<file path="src/rtl/if_pkg.sv">
// Shared types and helpers for the instruction-fetch stage and its branch target buffer.
// The counter encoding is a 2-bit saturating predictor; the MSB is the predicted direction.
package if_pkg;

   typedef enum logic [1:0] {
      SNT = 2'b00,
      WNT = 2'b01,
      WT  = 2'b10,
      ST  = 2'b11
   } ctr_e;

   localparam logic [31:0] NOP             = 32'h0000_0013;
   localparam int          BTB_ENTRIES_DEF = 16;

   // Word-aligned PCs: bits [1:0] never take part in indexing or tagging.
   function automatic logic [31:0] btb_index(input logic [31:0] pc, input int idx_w);
      return (pc >> 2) & ((32'd1 << idx_w) - 32'd1);
   endfunction

   function automatic logic [31:0] btb_tag(input logic [31:0] pc, input int idx_w);
      return pc >> (idx_w + 2);
   endfunction

endpackage

</file>
<file path="src/rtl/if_fetch_stage_btb.sv">
// Direct-mapped BTB with per-entry 2-bit saturating direction counters.
// Lookup is combinational; updates land at the edge and are seen by lookups the next cycle.
module btb_bht
   import if_pkg::*;
#(
   parameter  int BTB_ENTRIES = BTB_ENTRIES_DEF,
   localparam int IDX_W       = $clog2(BTB_ENTRIES),
   localparam int TAG_W       = 30 - IDX_W
) (
   input  logic        i_clk,
   input  logic        i_reset,
   input  logic [31:0] i_lkp_pc,
   output logic        o_pred_taken,
   output logic [31:0] o_pred_target,
   input  logic        i_upd_en,
   input  logic [31:0] i_upd_pc,
   input  logic        i_upd_taken,
   input  logic [31:0] i_upd_target
);

   logic [BTB_ENTRIES-1:0] valid_q;
   ctr_e                   ctr_q    [BTB_ENTRIES];
   logic [TAG_W-1:0]       tag_q    [BTB_ENTRIES];
   logic [31:0]            target_q [BTB_ENTRIES];

   logic [IDX_W-1:0] l_idx;
   logic [IDX_W-1:0] u_idx;
   logic [TAG_W-1:0] l_tag;
   logic [TAG_W-1:0] u_tag;
   logic [1:0]       l_ctr;
   logic             u_hit;

   assign l_idx = IDX_W'(btb_index(i_lkp_pc, IDX_W));
   assign l_tag = TAG_W'(btb_tag(i_lkp_pc, IDX_W));
   assign u_idx = IDX_W'(btb_index(i_upd_pc, IDX_W));
   assign u_tag = TAG_W'(btb_tag(i_upd_pc, IDX_W));

   // valid gates first so uninitialised tag/target never leak into the prediction.
   assign l_ctr         = ctr_q[l_idx];
   assign o_pred_taken  = valid_q[l_idx] && (tag_q[l_idx] == l_tag) && l_ctr[1];
   assign o_pred_target = target_q[l_idx];
   assign u_hit         = valid_q[u_idx] && (tag_q[u_idx] == u_tag);

   always_ff @(posedge i_clk or posedge i_reset) begin
      if (i_reset) begin
         valid_q <= '0;
         for (int i = 0; i < BTB_ENTRIES; i++) begin
            ctr_q[i] <= WNT;
         end
      end else if (i_upd_en) begin
         if (u_hit) begin
            if (i_upd_taken) begin
               ctr_q[u_idx] <= (ctr_q[u_idx] == ST) ? ST : ctr_e'(ctr_q[u_idx] + 2'd1);
            end else begin
               ctr_q[u_idx] <= (ctr_q[u_idx] == SNT) ? SNT : ctr_e'(ctr_q[u_idx] - 2'd1);
            end
         end else if (i_upd_taken) begin
            valid_q[u_idx] <= 1'b1;
            ctr_q[u_idx]   <= WT;
         end
      end
   end

   // On a taken hit the tag is rewritten with its own value, so no hit check is needed here.
   always_ff @(posedge i_clk) begin
      if (i_upd_en && i_upd_taken) begin
         tag_q[u_idx]    <= u_tag;
         target_q[u_idx] <= i_upd_target;
      end
   end

endmodule

</file>
<file path="src/rtl/if_fetch_stage.sv">
// Instruction-fetch stage: fetch PC register, next-PC selection and BTB-based prediction.
// Outputs describe the current pc_q and are captured by the IF/ID register at the edge.
module if_fetch_stage
   import if_pkg::*;
#(
   parameter logic [31:0] RESET_PC    = 32'h0000_0000,
   parameter int          BTB_ENTRIES = BTB_ENTRIES_DEF
) (
   input  logic        i_clk,
   input  logic        i_reset,
   input  logic        i_stall,
   input  logic        i_redirect,
   input  logic [31:0] i_redirect_pc,
   input  logic        i_upd_en,
   input  logic [31:0] i_upd_pc,
   input  logic        i_upd_taken,
   input  logic [31:0] i_upd_target,
   output logic [31:0] o_imem_addr,
   input  logic [31:0] i_imem_rdata,
   output logic [31:0] o_pc,
   output logic [31:0] o_instr,
   output logic        o_pred_taken
);

   logic [31:0] pc_q;
   logic [31:0] pc_d;
   logic        pred_taken;
   logic [31:0] pred_target;

   btb_bht #(
      .BTB_ENTRIES (BTB_ENTRIES)
   ) u_btb (
      .i_clk         (i_clk),
      .i_reset       (i_reset),
      .i_lkp_pc      (pc_q),
      .o_pred_taken  (pred_taken),
      .o_pred_target (pred_target),
      .i_upd_en      (i_upd_en),
      .i_upd_pc      (i_upd_pc),
      .i_upd_taken   (i_upd_taken),
      .i_upd_target  (i_upd_target)
   );

   // Redirect beats stall: the controller flushes IF/ID in the same cycle.
   always_comb begin
      pc_d = pc_q + 32'd4;
      if (i_redirect) begin
         pc_d = i_redirect_pc & ~32'd3;
      end else if (i_stall) begin
         pc_d = pc_q;
      end else if (pred_taken) begin
         pc_d = pred_target & ~32'd3;
      end
   end

   always_ff @(posedge i_clk or posedge i_reset) begin
      if (i_reset) begin
         pc_q <= RESET_PC;
      end else begin
         pc_q <= pc_d;
      end
   end

   assign o_imem_addr  = pc_q;
   assign o_pc         = pc_q;
   assign o_instr      = i_imem_rdata;
   assign o_pred_taken = pred_taken;

endmodule

</file>
<file path="config.mk">
export PLATFORM = sky130hd
export DESIGN_NAME = if_fetch_stage
export DESIGN_NICKNAME = d
export VERILOG_FILES = /design/src/rtl/if_pkg.sv /design/src/rtl/if_fetch_stage_btb.sv /design/src/rtl/if_fetch_stage.sv
export SDC_FILE = /design/constraint.sdc
export NUM_CORES = 1
export LEC_CHECK = 0
export BUFFER_PORTS_ARGS = -buffer_cell sky130_fd_sc_hd__buf_2
export CORE_ASPECT_RATIO = 0.6
export CORE_MARGIN = 4
export CORE_UTILIZATION = 55
export CTS_CLUSTER_DIAMETER = 40
export DETAILED_ROUTE_END_ITERATION = 10
export PLACE_DENSITY_LB_ADDON = 0.2
export SETUP_SLACK_MARGIN = 0.2
export SYNTH_ARGS = -nofsm -noshare
export SYNTH_HDL_FRONTEND = slang
export SYNTH_SLANG_ARGS = --single-unit
</file>
<file path="constraint.sdc">
create_clock -name i_clk -period 7.66 [get_ports i_clk]
set_input_delay 1.532 -clock i_clk [delete_from_list [all_inputs] [get_ports i_clk]]
set_output_delay 1.532 -clock i_clk [all_outputs]
set_load 0.01 [all_outputs]
</file>
==> results.cfg <==
[sta]
setup_tns_ns = 0
worst_slew_pin_slew_ns = 1.22
hold_violations = 0
fmax_mhz = 154
setup_viol = 0
fin_crit_ns = 6.50
finalCritPeriodShare_pct = 84.9
finClkSkew_ns = 0.0282
maxSlewHeadroom_pct = 18.8
slew_viol_final = 0
rsz0062_at_grt = false

[yosys]
synth_top_family_by_area = multiplexers
syn_inst = 2441
synth_area_per_cell_um2 = 18.1
synthAdderAreaFrac_pct = 0.0737
yosysTopAreaCell = edfxtp_1
synthSimpleGateAreaFrac_pct = 3.86
synthTopCellsByCount = edfxtp_1 (896), mux4_2 (348), mux2i_1 (161)
ys_seq_area_share_pct = 65.5
syn_area_um2 = 44100
synth-edff-count = 896
synth_top_area_share_pct = 61.0
yosysWarnings = 0
synth_compound_gate_area_share_pct = 4.43
synth_flop_cell = edfxtp_1
synthMuxAreaShare_pct = 21.8
synthTopCellsByArea = edfxtp_1 (61%), mux4_2 (18%), mux2i_1 (3.7%), dfrtp_1 (3.5%), buf_4 (1.3%)
post-synth-top-count-cell = edfxtp_1
async_flop_share_pct = 8.01
yosys.area_share.xor_xnor_pct = 1.23
synthDistinctLibCells = 81
yosys_register_bits = 974

[worst_setup_path]
critPathCaptureType = primary output
startpoint_type = flop
r2r_start = o_imem_addr[3]$_DFFE_PP0P_
path_cells = buf_12 -> nor2_2 -> buf_4 -> a22o_1 -> o21ai_0 -> a41oi_1 -> nor3_1 -> and4_1 -> buf_2
crit_type = reg -> out
worstPathArrival_ns = 4.97
r2r-end = o_imem_addr[10]$_DFFE_PP0P_
required_ns = 6.13
worst-r2r-cell-count = 10
cp_max_fo = 116
slowest_delay_ns = 0.71
rrSetupSlack_ns = 2.87
slowest_stage = dfrtp_4

[power]
power.internal_uw = 9190
ir_drop_mv = 0.201
clockPowerShare_pct = 38.5
pwr-share-comb_pct = 12.8
p_sw_share_pct = 26.0
power_uw = 12400
p_leak_uw = 0.0163
switching_power_uw = 3230
power_density_nw_per_um2 = 253
seq_power_share_pct = 48.7

[job]
drv_cap = 0

[clock_network]
cts_max_level = 3
cts_tree = built
cts_resized = 0
path_clk_slew_ns = 0.06
cts_buffers = 102
postCtsSetupRepairBufs = 0
cts_sinks = 974
hold_buffers = 0
cts-root-buf = clkbuf_16
clockBufferDepth = 3
clkLatencyLatePin_ns = 0.71

[grt]
grt_pass1_wl_um = 181000
grt_antenna_before_repair = 8
grt_use_met3_pct = 10.9
grt_pass1_vias = 24900
grt_max_degree = 117
grt_use_met1_pct = 42.9
grt-busiest-layer = met2
grt_usage_pct = 29.8
grt_overflow = 0
use_met2_pct = 43.6

[floorplanning]
die_w_um = 374
initial_core_util_pct = 55.5
rows = 80
die_h_um = 227
coreArea_um2 = 79500
io_pins = 231
dieArea_um2 = 85000

[routing]
drt_pass1_iterations = 8
route.detailed.drc = 0
drt-vias-per-instance = 6.97
ant_nets = 0
wire_per_inst_um = 34.4
routed_wirelength_um = 127000
first_iter_violations = 3928
vias = 25700

[layout]
final_area_um2 = 49100
final_nets = 2669
area_delta_synth_final_pct = 11.2
layout-drive-gt1-share_pct = 30.0
fin_util_pct = 61.7

[placement]
dpl-instance-area_um2 = 45800
hpwl_um = 74900
place_congestion = 0.927
io_buffers = 156

[min_path]
hold_depth = 1
hp-start = u_btb.valid_q[8]$_DFFE_PP0P_
hold_class = reg -> reg
hold_end = u_btb.valid_q[8]$_DFFE_PP0P_

[outcome]
status = finished clean
[worst max-delay path: cells and delay by family (launching register included)]
family | cells | cell delay (ns)
compound gates | 3 | 1.31
flops | 1 | 0.71
simple gates | 3 | 0.94
buf+inv | 3 | 1.09
[worst max-delay path by stage]
stage | from | endpoint | slack, ns | cells past startpoint
after floorplan | i_upd_pc[3] | u_btb.tag_q[10][0]$_DFFE_PP_ | 1.93 | 7
final | o_imem_addr[3]$_DFFE_PP0P_ | o_pred_taken | 1.16 | 9
after detailed placement | i_upd_pc[2] | u_btb.ctr_q[21]$_DFFE_PP0P_ | 1.50 | 12
after global routing | o_imem_addr[2]$_DFFE_PP0P_ | o_pred_taken | 1.09 | 9
after CTS | o_imem_addr[2]$_DFFE_PP0P_ | o_pred_taken | 1.31 | 9
after global placement | i_upd_pc[2] | u_btb.ctr_q[25]$_DFFE_PP0P_ | 1.49 | 12
[registers in the layout (all words and copies together), names as in the netlist]
signal	count
u_btb.target_q	480
u_btb.tag_q	416
u_btb.ctr_q	32
o_imem_addr	30
u_btb.valid_q	16
[logic make-up (layout without fill, tap and decap cells)]
| logic type | Yosys count | after routing |
|---|---|---|
| flops | 974 | 974 |
| mux | 523 | 523 |
| simple gates | 340 | 340 |
| compound gates | 274 | 274 |
| buf+inv | 264 | 436 |
| xor+xnor | 62 | 62 |
| fa+ha+maj | 3 | 3 |
| other cells | 1 | 8 |
[per-stage QoR]
| step | hold slack, ns | worst slack, ns | instances |
|---|---|---|---|
| floorplan | 0.454 | 1.93 | 2444 |
| global placement | 0.476 | 1.49 | 3496 |
| detailed placement | 0.490 | 1.50 | 3496 |
| CTS | 0.507 | 1.31 | 3682 |
| global route | 0.529 | 1.09 | 3684 |
| finish | 0.507 | 1.16 | 3686 |
[power groups by stage]
stage | Combinational (uW) | Sequential (uW) | Clock, uW
5_1_grt | 1660 | 6050 | 5110
3_3_place_gp | 1520 | 6140 | 0
3_5_place_dp | 1540 | 6150 | 0
4_1_cts | 1550 | 6040 | 4850
6_report | 1590 | 6050 | 4790
2_1_floorplan | 1050 | 6080 | 0
[placed cells by master, fill, tap and decap left out, types with 11 or more instances in the layout]
master	instances
nor3_1	13
edfxtp_1	896
dfrtp_1	58
nor2_1	62
clkbuf_16	102
o21bai_1	16
nand2b_1	12
buf_12	17
clkinv_2	12
mux2i_1	161
dfstp_2	16
a21oi_1	18
a22oi_1	32
o32ai_1	13
inv_1	28
and2_1	17
clkbuf_1	22
nand3_1	56
o21ai_0	38
buf_4	46
nand2_1	86
xnor2_1	48
clkinv_4	11
nor2b_1	13
mux4_2	348
buf_2	154
o21ai_1	24
and3_1	13
a31oi_1	28
inv_6	15
nand4_1	19
nor2_4	16
clkinv_1	12
xor2_1	14
[metal layers]
metal	vias to the layer above	wire, um
met2	1807	56100
met4	4	3450
li1	10200	-
met3	253	17800
met5	-	32
met1	13400	49500
[area by class of cell]
class | instances | area, um^2
clock inverters | 62 | 611
multi-input cells | 1206 | 14000
repair buffers | 218 | 1470
clock buffers | 124 | 2640
diodes | 4 | 10.0
well taps | 1066 | 1330
fillers | 5588 | 30400
flip-flops and latches | 974 | 28900
inverters | 32 | 123
Note: power is estimated with default switching activity, not from simulation.
